[src/rtl/fastica_pkg.sv]
// Shared types and helpers for the streaming FastICA weight-update engine.
package fastica_pkg;

  typedef enum logic [2:0] {
    ST_IDLE,
    ST_LOAD,
    ST_DOT,
    ST_CUBE,
    ST_ACC,
    ST_BETA,
    ST_OUT,
    ST_DONE
  } state_t;

  localparam logic MODE_FIXED = 1'b0;
  localparam logic MODE_EST   = 1'b1;

  // Integer part of the fixed beta; the top scales it by 2^FRAC_WIDTH.
  localparam int BETA_FIXED = 3;

  function automatic logic signed [63:0] saturate(input logic signed [63:0] x, input int dw);
    logic signed [63:0] hi;
    logic signed [63:0] lo;
    hi = (64'sd1 <<< (dw - 1)) - 64'sd1;
    lo = -(64'sd1 <<< (dw - 1));
    if (x > hi) return hi;
    if (x < lo) return lo;
    return x;
  endfunction

endpackage

[src/rtl/fxp_mul_sat.sv]
// Signed fixed-point multiply: (a*b) >>> FW, clamped to DW bits with overflow flag.
module fxp_mul_sat
  import fastica_pkg::*;
#(
  parameter int DW = 16,
  parameter int FW = 10
) (
  input  logic signed [DW-1:0] a,
  input  logic signed [DW-1:0] b,
  output logic signed [DW-1:0] p,
  output logic                 ovf
);

  logic signed [2*DW-1:0] prod;
  logic signed [2*DW-1:0] scaled;

  assign prod   = (2*DW)'(a) * (2*DW)'(b);
  assign scaled = prod >>> FW;
  assign p      = DW'(saturate(64'(scaled), DW));
  assign ovf    = (64'(p) != 64'(scaled));

endmodule

[src/rtl/fastica_update_stream.sv]
// One-unit FastICA update w+ = mean(z*y^3) - beta*w over a stream of M samples,
// sharing a single saturating multiplier across all arithmetic phases.
//
// state | meaning
// IDLE  | waiting for start; start latches w and mode, clears accumulators
// LOAD  | in_ready high; handshake captures one sample
// DOT   | N cycles, y += w_k*z_k
// CUBE  | 2 cycles, y2 = y*y (S2 += y2), then y3 = y2*y
// ACC   | N cycles, P_k += z_k*y3; last lane picks LOAD or BETA
// BETA  | 1 cycle, select fixed or estimated beta
// OUT   | N cycles, w_out_k = P_k/M - beta*w_k
// DONE  | 1 cycle, arms the registered out_valid pulse
module fastica_update_stream
  import fastica_pkg::*;
#(
  parameter int N          = 7,
  parameter int M          = 1024,
  parameter int LOGM       = $clog2(M),
  parameter int DATA_WIDTH = 16,
  parameter int FRAC_WIDTH = 10,
  parameter int ACC_WIDTH  = DATA_WIDTH + LOGM
) (
  input  logic                       clk,
  input  logic                       rst,
  input  logic                       start,
  input  logic                       mode,
  input  logic [N*DATA_WIDTH-1:0]    w_in,
  input  logic [N*DATA_WIDTH-1:0]    z_in,
  input  logic                       in_valid,
  output logic                       in_ready,
  output logic                       busy,
  output logic [N*DATA_WIDTH-1:0]    w_out,
  output logic                       out_valid,
  output logic                       sat_flag
);

  localparam int DW = DATA_WIDTH;
  localparam int KW = (N > 1) ? $clog2(N) : 1;
  localparam int CW = (LOGM > 0) ? LOGM : 1;
  localparam logic signed [DW-1:0] BETA_FIXED_Q = DW'(BETA_FIXED <<< FRAC_WIDTH);

  state_t state, state_next;
  logic [KW-1:0] k;
  logic [CW-1:0] samples_left;
  logic          mode_reg;
  logic          last_lane;

  logic signed [DW-1:0]        w_reg [N];
  logic signed [DW-1:0]        z_reg [N];
  logic signed [ACC_WIDTH-1:0] p_acc [N];
  logic signed [ACC_WIDTH-1:0] s2;
  logic signed [DW-1:0]        y, y2, y3, beta;

  logic signed [DW-1:0] mul_a, mul_b, mul_p;
  logic                 mul_ovf;
  logic signed [63:0]   dot_sum, out_diff, beta_est;
  logic signed [DW-1:0] dot_sat, out_sat, beta_sat;
  logic                 dot_ovf, out_ovf, beta_ovf;
  logic                 sat_hit;

  fxp_mul_sat #(.DW(DW), .FW(FRAC_WIDTH)) u_mul (
    .a   (mul_a),
    .b   (mul_b),
    .p   (mul_p),
    .ovf (mul_ovf)
  );

  assign last_lane = (k == KW'(N - 1));
  assign in_ready  = (state == ST_LOAD);
  assign busy      = (state != ST_IDLE);

  always_comb begin
    mul_a = '0;
    mul_b = '0;
    case (state)
      ST_DOT:  begin mul_a = w_reg[k];                 mul_b = z_reg[k]; end
      ST_CUBE: begin mul_a = (k == '0) ? y : y2;       mul_b = y;        end
      ST_ACC:  begin mul_a = z_reg[k];                 mul_b = y3;       end
      ST_OUT:  begin mul_a = beta;                     mul_b = w_reg[k]; end
      default: ;
    endcase
  end

  assign dot_sum  = 64'(y) + 64'(mul_p);
  assign dot_sat  = DW'(saturate(dot_sum, DW));
  assign dot_ovf  = (64'(dot_sat) != dot_sum);

  assign out_diff = 64'(p_acc[k] >>> LOGM) - 64'(mul_p);
  assign out_sat  = DW'(saturate(out_diff, DW));
  assign out_ovf  = (64'(out_sat) != out_diff);

  assign beta_est = 64'(s2 >>> LOGM) * 64'sd3;
  assign beta_sat = DW'(saturate(beta_est, DW));
  assign beta_ovf = (64'(beta_sat) != beta_est);

  always_comb begin
    sat_hit = 1'b0;
    case (state)
      ST_DOT:  sat_hit = mul_ovf | dot_ovf;
      ST_CUBE: sat_hit = mul_ovf;
      ST_ACC:  sat_hit = mul_ovf;
      ST_BETA: sat_hit = (mode_reg == MODE_EST) && beta_ovf;
      ST_OUT:  sat_hit = mul_ovf | out_ovf;
      default: ;
    endcase
  end

  // out_valid is registered, so a start landing on the pulse must be masked.
  always_comb begin
    state_next = state;
    case (state)
      ST_IDLE: if (start && !out_valid) state_next = ST_LOAD;
      ST_LOAD: if (in_valid) state_next = ST_DOT;
      ST_DOT:  if (last_lane) state_next = ST_CUBE;
      ST_CUBE: if (k != '0) state_next = ST_ACC;
      ST_ACC:  if (last_lane) state_next = (samples_left == '0) ? ST_BETA : ST_LOAD;
      ST_BETA: state_next = ST_OUT;
      ST_OUT:  if (last_lane) state_next = ST_DONE;
      ST_DONE: state_next = ST_IDLE;
      default: state_next = ST_IDLE;
    endcase
  end

  always_ff @(posedge clk or posedge rst) begin
    if (rst) begin
      state        <= ST_IDLE;
      k            <= '0;
      samples_left <= '0;
      mode_reg     <= MODE_FIXED;
      y            <= '0;
      y2           <= '0;
      y3           <= '0;
      beta         <= '0;
      s2           <= '0;
      w_out        <= '0;
      out_valid    <= 1'b0;
      sat_flag     <= 1'b0;
      for (int i = 0; i < N; i++) begin
        w_reg[i] <= '0;
        z_reg[i] <= '0;
        p_acc[i] <= '0;
      end
    end else begin
      state     <= state_next;
      k         <= (state_next != state) ? '0 : k + KW'(1);
      out_valid <= (state == ST_DONE);
      if (sat_hit) sat_flag <= 1'b1;
      case (state)
        ST_IDLE: begin
          if (state_next == ST_LOAD) begin
            mode_reg     <= mode;
            s2           <= '0;
            samples_left <= CW'(M - 1);
            sat_flag     <= 1'b0;
            for (int i = 0; i < N; i++) begin
              w_reg[i] <= w_in[i*DW +: DW];
              p_acc[i] <= '0;
            end
          end
        end
        ST_LOAD: begin
          if (in_valid) begin
            y <= '0;
            for (int i = 0; i < N; i++) z_reg[i] <= z_in[i*DW +: DW];
          end
        end
        ST_DOT: y <= dot_sat;
        ST_CUBE: begin
          if (k == '0) begin
            y2 <= mul_p;
            s2 <= s2 + ACC_WIDTH'(mul_p);
          end else begin
            y3 <= mul_p;
          end
        end
        ST_ACC: begin
          p_acc[k] <= p_acc[k] + ACC_WIDTH'(mul_p);
          if (last_lane) samples_left <= samples_left - CW'(1);
        end
        ST_BETA: begin
          case (mode_reg)
            MODE_FIXED: beta <= BETA_FIXED_Q;
            MODE_EST:   beta <= beta_sat;
            default:    beta <= BETA_FIXED_Q;
          endcase
        end
        ST_OUT: w_out[k*DW +: DW] <= out_sat;
        default: ;
      endcase
    end
  end

endmodule
[config.mk]
export PLATFORM = sky130hd
export DESIGN_NAME = fastica_update_stream
export DESIGN_NICKNAME = d
export VERILOG_FILES = /design/src/rtl/fastica_pkg.sv /design/src/rtl/fxp_mul_sat.sv /design/src/rtl/fastica_update_stream.sv
export SDC_FILE = /design/constraint.sdc
export NUM_CORES = 2
export LEC_CHECK = 0
export CORE_ASPECT_RATIO = 0.7
export CORE_MARGIN = 4
export CORE_UTILIZATION = 60
export DETAILED_ROUTE_END_ITERATION = 7
export GPL_TIMING_DRIVEN = 1
export PLACE_DENSITY_LB_ADDON = 0.05
export SYNTH_ARGS = -nofsm -noshare
export SYNTH_HDL_FRONTEND = slang
export SYNTH_HIERARCHICAL = 1
export SYNTH_SLANG_ARGS = --single-unit
[constraint.sdc]
create_clock -name clk -period 24.2 [get_ports clk]
set_input_delay 4.84 -clock clk [delete_from_list [all_inputs] [get_ports clk]]
set_output_delay 4.84 -clock clk [all_outputs]
set_load 0.05 [all_outputs]
== After elaboration in Yosys (flattened, before gate mapping) ==
Cells that the tools add are included.
Cells by class
  $add $sub $neg: 7
  multipliers: 2
  magnitude comparators: 10
  eq/ne operators: 18
  shifts and indexed selects: 2
  muxes and demuxes: 68
  bitwise gates (word level): 5
  reduce and logical (&&, ||, !) cells: 21
Operators with widths (number)
  case mux 182 bit (2 select lines): 1
  two-way mux 16 bit: 22
  bitwise mux 182 bit: 1
  two-way mux 182 bit: 1
  two-way mux 26 bit: 5
  case mux 16 bit (4 select lines): 2
  bitwise mux 112 bit: 1
  variable shift 16 x 34 -> 112 bit (first input constant): 1
  indexed part select 16 x 34 -> 112 bit: 1
  binary-select mux 16 bit (select 3 bit): 2
  binary-select mux 26 bit (select 3 bit): 1
  demux 26 bit (select 3 bit): 1
  case mux 16 bit (2 select lines): 2
  adder 26 x 16 -> 26 bit: 2
  case mux 26 bit (2 select lines): 1
  greater-than comparator 17 x 16 -> 1 bit (second input constant): 2
  less-than comparator 17 x 16 -> 1 bit (second input constant): 2
  inequality test 16 x 17 -> 1 bit: 2
  negation 7 -> 34 bit: 1
  multiplier 16 x 16 -> 32 bit: 1
  two-way mux 3 bit: 8
  case mux 3 bit (8 select lines): 1
  greater-than comparator 22 x 16 -> 1 bit (second input constant): 1
  less-than comparator 22 x 16 -> 1 bit (second input constant): 1
  32 further kinds: 70
Storage, ports and cells
  register bits: 627
  input port bits: 229
  output and inout port bits: 116

== Depth between registers and ports, before layout ==
  depth after elaboration: 23
  gate-level depth with buffers: 49
  gate-level depth less buffers: 44

== Hierarchy ==
Netlist, hierarchy kept.
By module, submodules not included
  fastica_update_stream: instances 1, cells each 3183, area each 31868.1 um^2
  fxp_mul_sat: instances 1, cells each 1120, area each 10186.0 um^2

== Worst setup path before layout ==
No wires, ideal clock.
  kind: flip-flop to flip-flop
  from: register k[0]
  to: register w_out[10]
  library setup time: 83 ps
  arrival time: 11912 ps
  setup slack: 12205 ps
  cell stages (with the launch flop): 45
  path buffers: 8
  clock period less this slack: 11995 ps
  cell sequence: dfrtp_1 > inv_1 > clkbuf_1 > clkbuf_1 > buf_1 > ha_1 > ha_1 > clkbuf_1 > clkbuf_1 > mux2_2 > a221o_1 > clkbuf_1 > nand2_1 > inv_1 > fa_1 > fa_1 > inv_1 > fa_1 > (+9 left out) > a221oi_2 > nand3_1 > a2111oi_2 > o21ai_2 > o22ai_1 > inv_1 > ha_1 > nor2b_1 > o2111ai_2 > nand3_1 > a31oi_2 > o21ai_2 > a311oi_4 > xnor2_1 > buf_6 > a21oi_1 > or2_4 > o21ai_0
Between the ends
  word-level cells in the longest chain between the ends: 19
  elaborated cells on any way between the ends: 36
  those cells by class: 2 x add/sub; 1 x mul; 4 x order compare; 2 x shift; 25 x mux; 1 x bitwise; 1 x reduce/logical
RTL lines
  start, declared: RTL line fastica_update_stream.sv:43  | logic [KW-1:0] k;
  start signal, assigned: RTL line fastica_update_stream.sv:145  | k <= (state_next != state) ? '0 : k + KW'(1);
  inverter 3 -> 4 bit (implied by the code): RTL line fastica_update_stream.sv:76, fastica_update_stream.sv:78
  binary-select mux 16 bit (select 3 bit) (on tied branches): RTL line fastica_update_stream.sv:78, fastica_update_stream.sv:76
  two-way mux 16 bit (on tied branches) (2 in a row): RTL line fastica_update_stream.sv:78, fastica_update_stream.sv:76
  case mux 16 bit (4 select lines) (*): RTL line fastica_update_stream.sv:75  | case (state)
  net mul_a[15]: RTL line fastica_update_stream.sv:54  | logic signed [DW-1:0] mul_a, mul_b, mul_p;
  multiplier 16 x 16 -> 32 bit (*): RTL line fxp_mul_sat.sv:17  | assign prod = (2*DW)'(a) * (2*DW)'(b);
  less-than comparator 22 x 16 -> 1 bit: RTL line fastica_pkg.sv:27  | if (x < lo) return lo;
  two-way mux 1 bit (2 in a row): RTL line fastica_pkg.sv:27
  (+2 left out)
  net mul_p[1]: RTL line fastica_update_stream.sv:54
  subtractor 16 x 16 -> 17 bit (*): RTL line fastica_update_stream.sv:88  | assign out_diff = 64'(p_acc[k] >>> LOGM) - 64'(mul_p);
  less-than comparator 17 x 16 -> 1 bit: RTL line fastica_pkg.sv:27
  two-way mux 1 bit (2 in a row): RTL line fastica_pkg.sv:27
  two-way mux 16 bit: RTL line fastica_pkg.sv:28  | return x;
  two-way mux 16 bit (*): RTL line fastica_pkg.sv:27
  indexed part select 16 x 34 -> 112 bit (*): RTL line fastica_update_stream.sv:187  | ST_OUT: w_out[k*DW +: DW] <= out_sat;
  bitwise mux 112 bit (*): RTL line fastica_update_stream.sv:187
  end signal, assigned by index: RTL line fastica_update_stream.sv:187
  end, declared: RTL line fastica_update_stream.sv:32  | output logic [N*DATA_WIDTH-1:0] w_out,
The timed path passes the listed nets; every way through them passes the cells marked *. The select of a mux whose other input is x is not followed.
A chain may end at the register's enable or synchronous reset.

== Worst setup path after layout ==
  from: register k[1]
  to: register w_out[26]
Same word-level chain as after synthesis.

==> results summary <==
The number of antenna violations at the first check in global routing is 9. The number of I/O pins is 345. The core region is 68800 um^2. After synthesis, the most frequently instantiated cells are 810 x sky130_fd_sc_hd__nand2_1, 627 x sky130_fd_sc_hd__dfrtp_1, 352 x sky130_fd_sc_hd__inv_1. Setup violations remaining at the end of the flow were counted as 0. Setup repair after global routing left no endpoint under its margin. The combined area of all synthesized cells came out at 42100 um^2.

The half-perimeter wire length of the detailed placement result is 96900 um. The mean instance size in the synthesized netlist came out at around 9.8 um^2. Sorting the synthesized cells by area gives the leading types as sky130_fd_sc_hd__dfrtp_1 37%, sky130_fd_sc_hd__fa_1 13%, sky130_fd_sc_hd__nand2_1 7.2%.

The register with the most flip-flops in the layout has 182 of them. The startpoint identified for the worst hold timing path is w_reg[104]$_DFFE_PP0P_. The first-pass GRT wire length came out at approximately 210000 um.

The number of clock buffers inserted by TritonCTS came out at between 50 and 60. The worst path needs between 15 and 20 ns of the cycle, external delays included. TritonCTS built the clock tree. The most numerous cell type found on the critical path is sky130_fd_sc_hd__fa_1. The final count of pins violating max slew is 0. The initial cell density of the core came out at between 60% and 70%.

The highest clock frequency the design can meet came out at 66.3 MHz. The number of global-route vias before repair is 33900. The count of input and output buffers is 344. The total congestion overflow after global routing is 0. The final standard cell utilization of the core came out at 70.6%. The H-tree was split into 2 levels. The height of the die came out at 230 um.

In the routed layout, each cell is associated on average with a via count of 6.28. The transition time at the pin with the least slew margin is 1.23 ns. The number of routed nets with antenna violations is 0.

The multiplexer area fraction after synthesis is under 10%. The synthesized netlist devotes 2.35% of its cell area to XOR and XNOR gates. The nature of the critical path startpoint is a register. Across all register-to-register paths, the minimum setup slack is 9.12 ns.

STA puts the critical path data required time at between 20 and 25 ns. The worst pin sits at a relative slew slack of around 18%. The number of gates resized after CTS came out at 0. The die covers 74500 um^2.

The endpoint type of the worst setup path is a register. The dominant combinational cell family by area after synthesis is adder cells. The starting DRC count in detailed routing came out at 4158. The worst min-delay path category is reg -> reg. The largest net degree at the start of global routing is 162. From synthesis to final layout, the design area changed by 15.4%.

Yosys instantiated no cell more often than sky130_fd_sc_hd__nand2_1. The synthesized netlist net count came out at 4996. The routability congestion estimate from global placement came out at 0.980. The depth of the worst register-to-register path is between 40 and 50. The hold violation count in the final report came out at 0. Once the clock tree was built, the setup fixing pass inserted 0 buffers. The adder and majority cell fraction of the synthesized area is a little under a fifth. The total wire length came out at 135000 um. The tool flagged a number of max-cap violations equal to 0. Synthesis produced 4303 cells.

After detailed routing, the number of remaining DRC violations is 9. The master cell of the clock root buffer is sky130_fd_sc_hd__clkbuf_16. The first-pass iteration count of the detailed router came out at 8. The number of distinct library cells after synthesis came out at 101.

The via total after detailed routing came out at between 30000 and 40000. The number of clock sinks came out at approximately 630. The setup clock skew after layout came out at 0.0450 ns. The post-synthesis share of cell area spent on and, or, nand and nor gates came out at 14.2%. Clock latency on the worst-skew pair, taken at its later pin, is 0.66 ns. The share of synthesized registers carrying an async set or reset is 100%. The worst endpoint data arrival time is between 15 and 20 ns. The number of nets in the layout is 5245.

The register area share after synthesis came out at 37.3%. For this run, the leading register cell type out of synthesis is sky130_fd_sc_hd__dfrtp_1. The worst hold path terminates at w_reg[104]$_DFFE_PP0P_. The share of the clock period used by the worst path after layout is 62.3%. The worst path buffer plus inverter count is 6.

The maximum fanout along the worst path came out at 40. The Yosys warning count came out at 6. The register with the most flip-flops in the final layout is p_acc. In this run the worst setup path begins at k[1]$_DFF_PP0_. By startpoint and endpoint, the worst setup path is classified as reg -> reg.

Global routing consumed, over all layers together, 36.2% of the routing resources. The cell class contributing the biggest share of worst-path delay is compound AO/OA/AOI/OAI gates. The maximum buffer depth of the clock tree is 3. The flip-flop and latch count after synthesis is 627.

The run finished, with violations left. The aggregate negative setup slack is 0 ns. In this run, synthesis inferred 0 flip-flops with an integrated enable. The largest stage delay on the critical path came out at slightly above 1 ns. In this run the core area contains 80 standard-cell rows.

The endpoint identified for the worst register-to-register timing path is w_out[26]$_DFFE_PP0P_. The checks that failed: DRC. The number of stages on the worst hold path is 2. The number of hold buffers added after CTS is 0. The post-route netlist has about a tenth of its cells at a drive strength greater than 1.

The startpoint identified for the worst register-to-register timing path is k[1]$_DFF_PP0_. The synthesized design devotes to its leading area cell type ~37% of total area. The clock-pin slew on the worst setup and hold paths is around 0.07 ns.

The cell with the largest stage delay on the worst path is sky130_fd_sc_hd__o22ai_1. The floorplan die width came out at 324 um. The complex-gate fraction of the synthesized area came out at 16.2%. Dividing the detail-routed wire length by the instance count gives 24.6 um. Summed over all instances, the cell type with the most area after synthesis is sky130_fd_sc_hd__dfrtp_1.
==> cell families (layout without fill, tap and decap cells) <==
logic type | Yosys count | count (layout)
AO/OA/AOI/OAI | 958 | 958
XOR/XNOR | 112 | 112
buffers and inverters | 577 | 873
multiplexers | 223 | 223
AND/OR/NAND/NOR | 1342 | 1342
flip-flops | 627 | 627
adder cells (fa/ha/maj) | 464 | 464
other | 0 | 10
==> worst max-delay path by stage <==
| stage | end | depth (start not counted) |
|---|---|---|
| finish | w_out[26]$_DFFE_PP0P_ | 42 |
| global route | w_out[26]$_DFFE_PP0P_ | 42 |
| CTS | w_out[26]$_DFFE_PP0P_ | 42 |
| detailed placement | w_out[88]$_DFFE_PP0P_ | 42 |
| global placement | w_out[92]$_DFFE_PP0P_ | 42 |
| floorplan | beta[0]$_DFFE_PP0P_ | 1 |
==> per-stage QoR <==
| stage | area (um^2) | instances | hold WS, ns | setup slack (ns) |
|---|---|---|---|---|
| after global placement | 46400 | 5393 | 0.454 | 9.69 |
| final | 48500 | 5511 | 0.474 | 9.12 |
| after CTS | 48500 | 5501 | 0.471 | 9.35 |
| after global routing | 48500 | 5507 | 0.487 | 8.30 |
| after detailed placement | 46400 | 5393 | 0.457 | 9.41 |
| after floorplan | 42100 | 4303 | 0.439 | 1.80 |
==> per-layer routing <==
metal	GRT usage, %	share of wire, %	routed length [um]
met5	0	0	0
met4	13.2	4.1	5600
met3	7.92	9.7	13200
met2	53.0	43	58200
met1	53.3	43	58500
==> cell type report <==
type                       count  area, um^2
clock inverter                28         415
antenna                       10        25.0
tap                          902        1130
timing repair buffer         411        3960
clock buffer                  80        1710
multi-input combinational   3099       24300
fill                        5305       20200
inverter                     354        1340
sequential                   627       15700
==> cells in the final DEF, fill, tap and decap left out, types with 15 or more instances in the layout <==
cell / instances
sky130_fd_sc_hd__dfrtp_1: 625
sky130_fd_sc_hd__mux2_2: 162
sky130_fd_sc_hd__a21o_1: 38
sky130_fd_sc_hd__o22ai_1: 19
sky130_fd_sc_hd__a21oi_1: 128
sky130_fd_sc_hd__a222oi_1: 23
sky130_fd_sc_hd__mux2i_1: 53
sky130_fd_sc_hd__nor3_1: 19
sky130_fd_sc_hd__o21ai_1: 23
sky130_fd_sc_hd__xnor2_1: 74
sky130_fd_sc_hd__buf_4: 66
sky130_fd_sc_hd__nor2_1: 157
sky130_fd_sc_hd__o31ai_1: 21
sky130_fd_sc_hd__xor2_1: 35
sky130_fd_sc_hd__a31oi_1: 16
sky130_fd_sc_hd__a22oi_1: 82
sky130_fd_sc_hd__nand3_1: 52
sky130_fd_sc_hd__o21ai_0: 254
sky130_fd_sc_hd__clkbuf_16: 60
sky130_fd_sc_hd__inv_1: 350
sky130_fd_sc_hd__nand4_1: 16
sky130_fd_sc_hd__clkdlybuf4s50_1: 344
sky130_fd_sc_hd__fa_1: 266
sky130_fd_sc_hd__a22o_1: 181
sky130_fd_sc_hd__and2_1: 139
sky130_fd_sc_hd__nand2b_1: 24
sky130_fd_sc_hd__a211oi_1: 16
sky130_fd_sc_hd__nand2_1: 810
sky130_fd_sc_hd__a221o_1: 15
sky130_fd_sc_hd__o21bai_1: 16
sky130_fd_sc_hd__ha_1: 198
==> worst reg2reg max path, delay by kind of cell (launching register included) <==
kind,cells,cell delay [ns]
DFF,1,0.94
AOI/OAI and AO/OA,15,4.73
adders and majority gates,8,4.32
buffers and inverters,6,1.53
xor gates and xnor gates,1,0.35
and+or+nand+nor,12,3.07
Power is left out: the tool's default activity adds up to more than one toggle a clock period on the data nets, which glitch-free logic cannot reach.
